**config.mk**
```make
export PLATFORM = sky130hd
export DESIGN_NAME = serial_adder_accum
export DESIGN_NICKNAME = d
export VERILOG_FILES = /design/src/rtl/serial_adder_accum.sv
export SDC_FILE = /design/constraint.sdc
export NUM_CORES = 1
export LEC_CHECK = 0
export CAP_MARGIN = 5
export CORE_UTILIZATION = 45
export CTS_CLUSTER_DIAMETER = 40
export DETAILED_ROUTE_END_ITERATION = 8
export DONT_BUFFER_PORTS = 1
export SETUP_SLACK_MARGIN = 0.3
export SLEW_MARGIN = 25
export SYNTH_ARGS = -nofsm -noshare
export SYNTH_HDL_FRONTEND = slang
export SYNTH_SLANG_ARGS = --single-unit
```
**constraint.sdc**
```tcl
create_clock -name clk -period 3.6 [get_ports clk]
set_input_delay 0.72 -clock clk [delete_from_list [all_inputs] [get_ports clk]]
set_output_delay 0.72 -clock clk [all_outputs]
set_load 0.05 [all_outputs]
```
**src/rtl/serial_adder_accum.sv**
```systemverilog
// serial_adder_accum: bit-serial LSB-first adder assembling a WIDTH-bit sum and final carry
module serial_adder_accum #(
  parameter int WIDTH = 8
) (
  input  logic             clk,
  input  logic             rst_n,
  input  logic             start,
  input  logic             bit_valid,
  input  logic             a_bit,
  input  logic             b_bit,
  output logic             busy,
  output logic             done,
  output logic [WIDTH-1:0] sum,
  output logic             carry_out
);
  localparam int CW = $clog2(WIDTH);
  localparam logic [CW-1:0] LAST = CW'(WIDTH - 1);
  typedef enum logic [1:0] {IDLE, RUN, DONE} state_t;
  state_t state, state_nxt;
  logic c, s, c_next, take, last;
  logic [CW-1:0] cnt;
  logic [WIDTH-1:0] sr;
  always_comb begin
    s = a_bit ^ b_bit ^ c;
    c_next = (a_bit & b_bit) | (c & (a_bit ^ b_bit));
    take = (state == RUN) && !start && bit_valid;
    last = take && (cnt == LAST);
    state_nxt = IDLE;
    case (state)
      IDLE:    state_nxt = start ? RUN : IDLE;
      RUN:     state_nxt = start ? RUN : (last ? DONE : RUN);
      default: state_nxt = start ? RUN : IDLE;
    endcase
  end
  always_ff @(posedge clk or negedge rst_n)
    if (!rst_n) state <= IDLE;
    else state <= state_nxt;
  // start in any state clears the word; it outranks a bit arriving in the same cycle
  always_ff @(posedge clk or negedge rst_n) begin
    if (!rst_n) begin
      c <= 1'b0;
      cnt <= '0;
      sr <= '0;
      sum <= '0;
      carry_out <= 1'b0;
    end else if (start) begin
      c <= 1'b0;
      cnt <= '0;
      sr <= '0;
    end else if (take) begin
      c <= c_next;
      sr <= {s, sr[WIDTH-1:1]};
      cnt <= last ? '0 : cnt + 1'b1;
      if (last) begin
        sum <= {s, sr[WIDTH-1:1]};
        carry_out <= c_next;
      end
    end
  end
  assign busy = (state == RUN);
  assign done = (state == DONE);
endmodule

```
==> results.py, run 1 <==
metrics = {
    "status": {
        "status": "complete, no violations",
    },
    "global_route": {
        "grt.total_usage_pct": 14.9,
        "grt_overflow": 0,
        "antenna_found_initial": 0,
        "grt_pass1_wl_um": 2570,
        "grt_pass1_vias": 525,
        "grt_max_degree": 24,
    },
    "job": {
        "max_cap_viol_count": 0,
    },
    "routing": {
        "via_per_inst": 5.05,
        "drt_wl_total_um": 1450,
        "drtAntennaViolNets": 0,
        "drc": 0,
        "drt-initial-drc-count": 9,
        "vias": 530,
        "drtPass1Iterations": 4,
        "wl_per_cell_um": 13.8,
    },
    "power_and_ir_drop": {
        "leakage_nw": 0.497,
        "power_uw": 463,
        "powerDensity_mw_per_mm2": 448,
        "vdd_ir_drop_max_mv": 0.300,
    },
    "final_layout": {
        "diodes": 0,
        "fin_cells": 105,
        "nNetsFinal": 88,
        "drive_gt1_share_pct": 19.2,
        "areaGrowthSynthToFinish_pct": 6.45,
        "nFillCells": 186,
        "fin_area_mm2": 0.00103,
        "postLayoutCoreUtil_pct": 51.6,
    },
    "floorplan": {
        "initial_core_util_pct": 48.4,
        "dieHeight_um": 48.4,
        "fp-row-count": 16,
        "coreArea_mm2": 0.00200,
        "die_x_um": 48.4,
        "io_pins": 17,
        "dieArea_mm2": 0.00234,
    },
    "worst_setup_path": {
        "worstPathArrival_ns": 1.47,
        "crit_chain": "nor2b_1",
        "startpoint_type": "flip-flop",
        "path_delay_family": "simple AND/OR/NAND/NOR gates",
        "crit_fanout": 3,
        "cpMaxStageDelayCell": "nor2b_1",
        "path_buf_inv": 0,
        "cpPeakStageDelay_ns": 0.76,
        "endpoint_kind": "output pin",
        "crit_required_ns": 2.88,
        "worstSetupPathType": "reg2out",
    },
    "clocking": {
        "cts-resized-gates": 0,
        "clkLatencyLatePin_ns": 0.30,
        "cts_tree": "yes",
        "cts_hold_buffers": 0,
        "htreeDepth": 1,
        "cts_num_sinks": 22,
        "cts-root-buf": "clkbuf_4",
        "clock_path_buffers": 2,
        "clk_pin_slew_ns": 0.12,
        "numCtsBuffers": 3,
        "cts_setup_buffers": 0,
    },
    "timing": {
        "period_share_pct": 60.8,
        "tightest_slew_ns": 0.980,
        "rsz0062_at_grt": "false",
        "hold_viol_final": 0,
        "holdWs_ns": 0.0880,
        "drv_slew": 0,
        "fmax_mhz": 457,
        "fin_setup_tns_ns": 0,
        "slew-limit-headroom_pct": 34.5,
        "clock_skew_ns": 0.000864,
        "fin_ws_ns": 1.41,
        "min_period_ns": 2.19,
        "finalSetupViolations": 0,
    },
    "synthesis": {
        "synth_top_area_share_pct": 56.8,
        "synth_largest_area_cell": "dfrtp_1",
        "yosysWarningCount": 0,
        "synth.avg_cell_area_um2": 12.4,
        "synth-seq-area-share_pct": 56.8,
        "synth.distinct_cells": 19,
        "synth_area_leaders": "dfrtp_1 57%, mux2_4 12%, nand2b_1 7.1%, o21ai_0 5.2%, nand2_1 3.5%",
        "ys_ff_latch": 22,
        "syn_inst": 78,
        "synthesis.area_um2": 970,
        "syn-num-nets": 87,
    },
    "placed_design": {
        "place_ws_ns": 1.54,
        "dp_hpwl_um": 937,
        "gp_congestion": 0.709,
        "dpl-instance-area_um2": 980,
        "io_buffers": 0,
        "dpl.cell_count": 101,
    },
    "hold_path": {
        "holdCritPathClass": "in2async",
    },
}
[state kept, by name, summed over array words and instances (netlist names)]
| register | count |
|---|---|
| c | 1 |
| carry_out | 1 |
| cnt | 3 |
| sr | 7 |
| state | 2 |
| sum | 8 |
[worst paths after layout]
path,start,end,slack (ns),cells after the start
max in group asynchronous,rst_n,state[0],3.45,0
min,rst_n,sum[1],0.09,0
min reg2reg,sr[3],sr[2],0.53,2
max reg2reg,state[1],sum[3],1.86,3
max,state[1],busy,1.41,1
min in group clk,start,cnt[2],0.46,1
[power breakdown]
group | leakage (nW) | internal, mW | switching (mW)
Clock | 0.0279 | 0.113 | 0.0742
Combinational | 0.170 | 0.00837 | 0.00928
Sequential | 0.299 | 0.253 | 0.00542
Total | 0.497 | 0.374 | 0.0889
[cells in the final DEF, fill, tap and decap left out, drive strengths merged]
cell type	count
nand2b	11
dfrtp	22
bufinv	1
a21oi	1
nor2	1
and4bb	1
clkbuf	3
fa	1
o21ai	10
mux2	9
nor2b	2
o21a	1
inv	1
nand2	10
nand3b	2
ha	2
[cell families (layout without fill, tap and decap cells)]
logic type / after synthesis / after routing / share of synthesized area (%)
compound gates: 12 / 12 / 6.45
fa+ha+maj: 3 / 3 / 4.64
buf+inv: 5 / 5 / 2.84
flops: 22 / 22 / 56.8
mux: 9 / 9 / 13.5
simple gates: 27 / 27 / 15.7
[per-layer routing]
metal	global-route usage, %	share of wire [%]	up-vias
met3	7.23	5.0	2
li1	-	-	258
met2	21.1	45	14
met5	0	0	-
met1	19.5	49	256
met4	5.88	0.83	0
[synth_stat cells]
master,number
and4bb_2,1
o21a_1,1
mux2_2,1
mux2_4,8
nand2_2,1
fa_1,1
nor2b_1,2
ha_1,2
nor2_1,1
nand3b_1,2
inv_1,1
nand2_1,9
o21ai_0,10
nand2b_1,11
buf_6,1
buf_2,1
a21oi_1,1
dfrtp_1,22
clkbuf_1,2
[layout make-up]
cell class | count | area, µm² | area share, %
Tap cell | 27 | 33.8 | 3.27
Clock buffer | 3 | 22.5 | 2.18
Clock inverter | 1 | 30.0 | 2.91
Multi-Input combinational cell | 51 | 392 | 37.9
Inverter | 1 | 3.75 | 0.364
Sequential cell | 22 | 551 | 53.3
Note: power is estimated with default switching activity, not from simulation.
==> inputs of run 2 (changes only) <==
Clock period 3.6 ns to 1.95 ns, I/O delays scaled along.
==> results.py, run 2 (synthesis gave the netlist of run 1 again) <==
metrics = {
    "clocking": {
        "cts_setup_buffers": 0,
        "clock_path_buffers": 2,
        "numCtsBuffers": 3,
        "cts_tree": "yes",
        "clk_pin_slew_ns": 0.11,
        "clkLatencyLatePin_ns": 0.30,
        "htreeDepth": 1,
        "cts-root-buf": "clkbuf_4",
        "cts_num_sinks": 22,
    },
    "floorplan": {
        "initial_core_util_pct": 48.4,
        "io_pins": 17,
        "fp-row-count": 16,
        "die_x_um": 48.4,
        "coreArea_mm2": 0.00200,
        "dieHeight_um": 48.4,
        "dieArea_mm2": 0.00234,
    },
    "job": {
        "max_cap_viol_count": 0,
    },
    "worst_setup_path": {
        "endpoint_kind": "flip-flop",
        "worstSetupPathType": "reg2reg",
        "startpoint_type": "flip-flop",
        "crit_fanout": 11,
        "crit_required_ns": 2.14,
        "worstPathArrival_ns": 1.71,
    },
    "routing": {
        "drt_wl_total_um": 1540,
        "drc": 0,
        "via_per_inst": 5.25,
        "wl_per_cell_um": 14.1,
        "drt-initial-drc-count": 17,
        "vias": 572,
        "drtPass1Iterations": 4,
        "drtAntennaViolNets": 0,
    },
    "final_layout": {
        "fin_area_mm2": 0.00105,
        "reg.largest.list": "sum x8, sr x7, cnt x3",
        "areaGrowthSynthToFinish_pct": 8.13,
        "diodes": 0,
        "layout_common_cells": "22 x dfrtp_1, 11 x nand2b_1, 10 x o21ai_0, 9 x nand2_1, 8 x mux2_4",
        "seq_area_um2": 551,
        "drive_gt1_share_pct": 23.2,
        "top_register": "sum",
        "largest_reg_flops": 8,
        "nNetsFinal": 92,
        "layout_commonest_cell": "dfrtp_1",
        "nFillCells": 172,
        "multi_input_area_um2": 397,
        "postLayoutCoreUtil_pct": 52.4,
    },
    "hold_path": {
        "holdCritPathClass": "in2async",
    },
    "timing": {
        "finalSetupViolations": 0,
        "period_share_pct": 77.9,
        "slew-limit-headroom_pct": 66.6,
        "rsz0062_at_grt": "false",
        "drv_slew": 0,
        "fmax_mhz": 659,
        "fin_setup_tns_ns": 0,
        "tightest_slew_ns": 0.501,
        "min_period_ns": 1.52,
        "clock_skew_ns": 0.00316,
        "hold_viol_final": 0,
    },
    "placed_design": {
        "dp_hpwl_um": 1070,
        "gp_congestion": 0.699,
        "dpl-instance-area_mm2": 0.00100,
        "io_buffers": 0,
    },
    "global_route": {
        "grt.total_usage_pct": 15.1,
        "antenna_found_initial": 0,
        "grt_overflow": 0,
        "grt_pass1_wl_um": 2660,
        "grt_pass1_vias": 582,
        "grt_max_degree": 23,
    },
    "power_and_ir_drop": {
        "leakage_nw": 0.521,
        "vdd_ir_drop_max_mv": 0.369,
        "powerDensity_mw_per_mm2": 722,
    },
    "status": {
        "status": "complete, no violations",
    },
}
-- run 2: changes by cell type in the layout (fill, tap and decap cells not counted), sizes merged --
cell and change:
clkbuf +1, buf +4, bufinv -1
-- run 2: worst max-delay path, cell delays in order (launching register included) --
cell and delay, ns:
dfrtp_1 0.41, ha_1 0.21, ha_1 0.25, nand2_4 0.19, mux2_2 0.35
-- run 2: layout make-up --
class / count / share of cell area (%)
inverters: 1 / 0.358
clock buffers: 4 / 3.46
well taps: 27 / 3.22
flip-flops and latches: 22 / 52.5
repair buffers: 4 / 2.63
multi-input cells: 51 / 37.8
-- run 2: per-layer routing --
metal / GRT usage, % / up-vias / part of all wire, %
li1: - / 266 / -
met3: 3.46 / 4 / 4.0
met2: 24.2 / 12 / 47
met4: 10.3 / 0 / 2.7
met5: 0 / - / 0
met1: 18.2 / 290 / 46
-- run 2: report_power, final --
| group | internal (mW) | switching [mW] |
|---|---|---|
| clock network | 0.114 | 0.125 |
| registers | 0.467 | 0.00914 |
| logic | 0.0172 | 0.0252 |
| total | 0.598 | 0.160 |
-- run 2: stage by stage --
stage,setup slack (ns),power (mW),hold slack (ns),std cells
2_1_floorplan,0.466,0.512,0.0944,78
6_report,0.432,0.757,0.0359,109
5_1_grt,0.362,0.801,0.0553,109
3_3_place_gp,0.389,0.516,0.0948,104
3_5_place_dp,0.351,0.519,0.0948,104
4_1_cts,0.336,0.771,0.125,109
-- run 2: repair_timing --
action	in CTS	in global routing
setup endpoints to repair	0	6
hold buffers	1	0
resized for setup	0	1
hold endpoints to repair	22	0
-- run 2: path summary, 6_finish.rpt --
check                           slack (ns)  depth (start not counted)      to    from
worst min-delay path                  0.04                          1  sum[2]   rst_n
min in group clk                      0.14                          1  cnt[2]   start
worst max-delay path                  0.43                          4  sum[0]  cnt[0]
worst max register to register        0.43                          4  sum[0]  cnt[0]
worst min register to register        0.53                          1  sum[0]   sr[1]
max in group asynchronous             1.58                          1  cnt[1]   rst_n
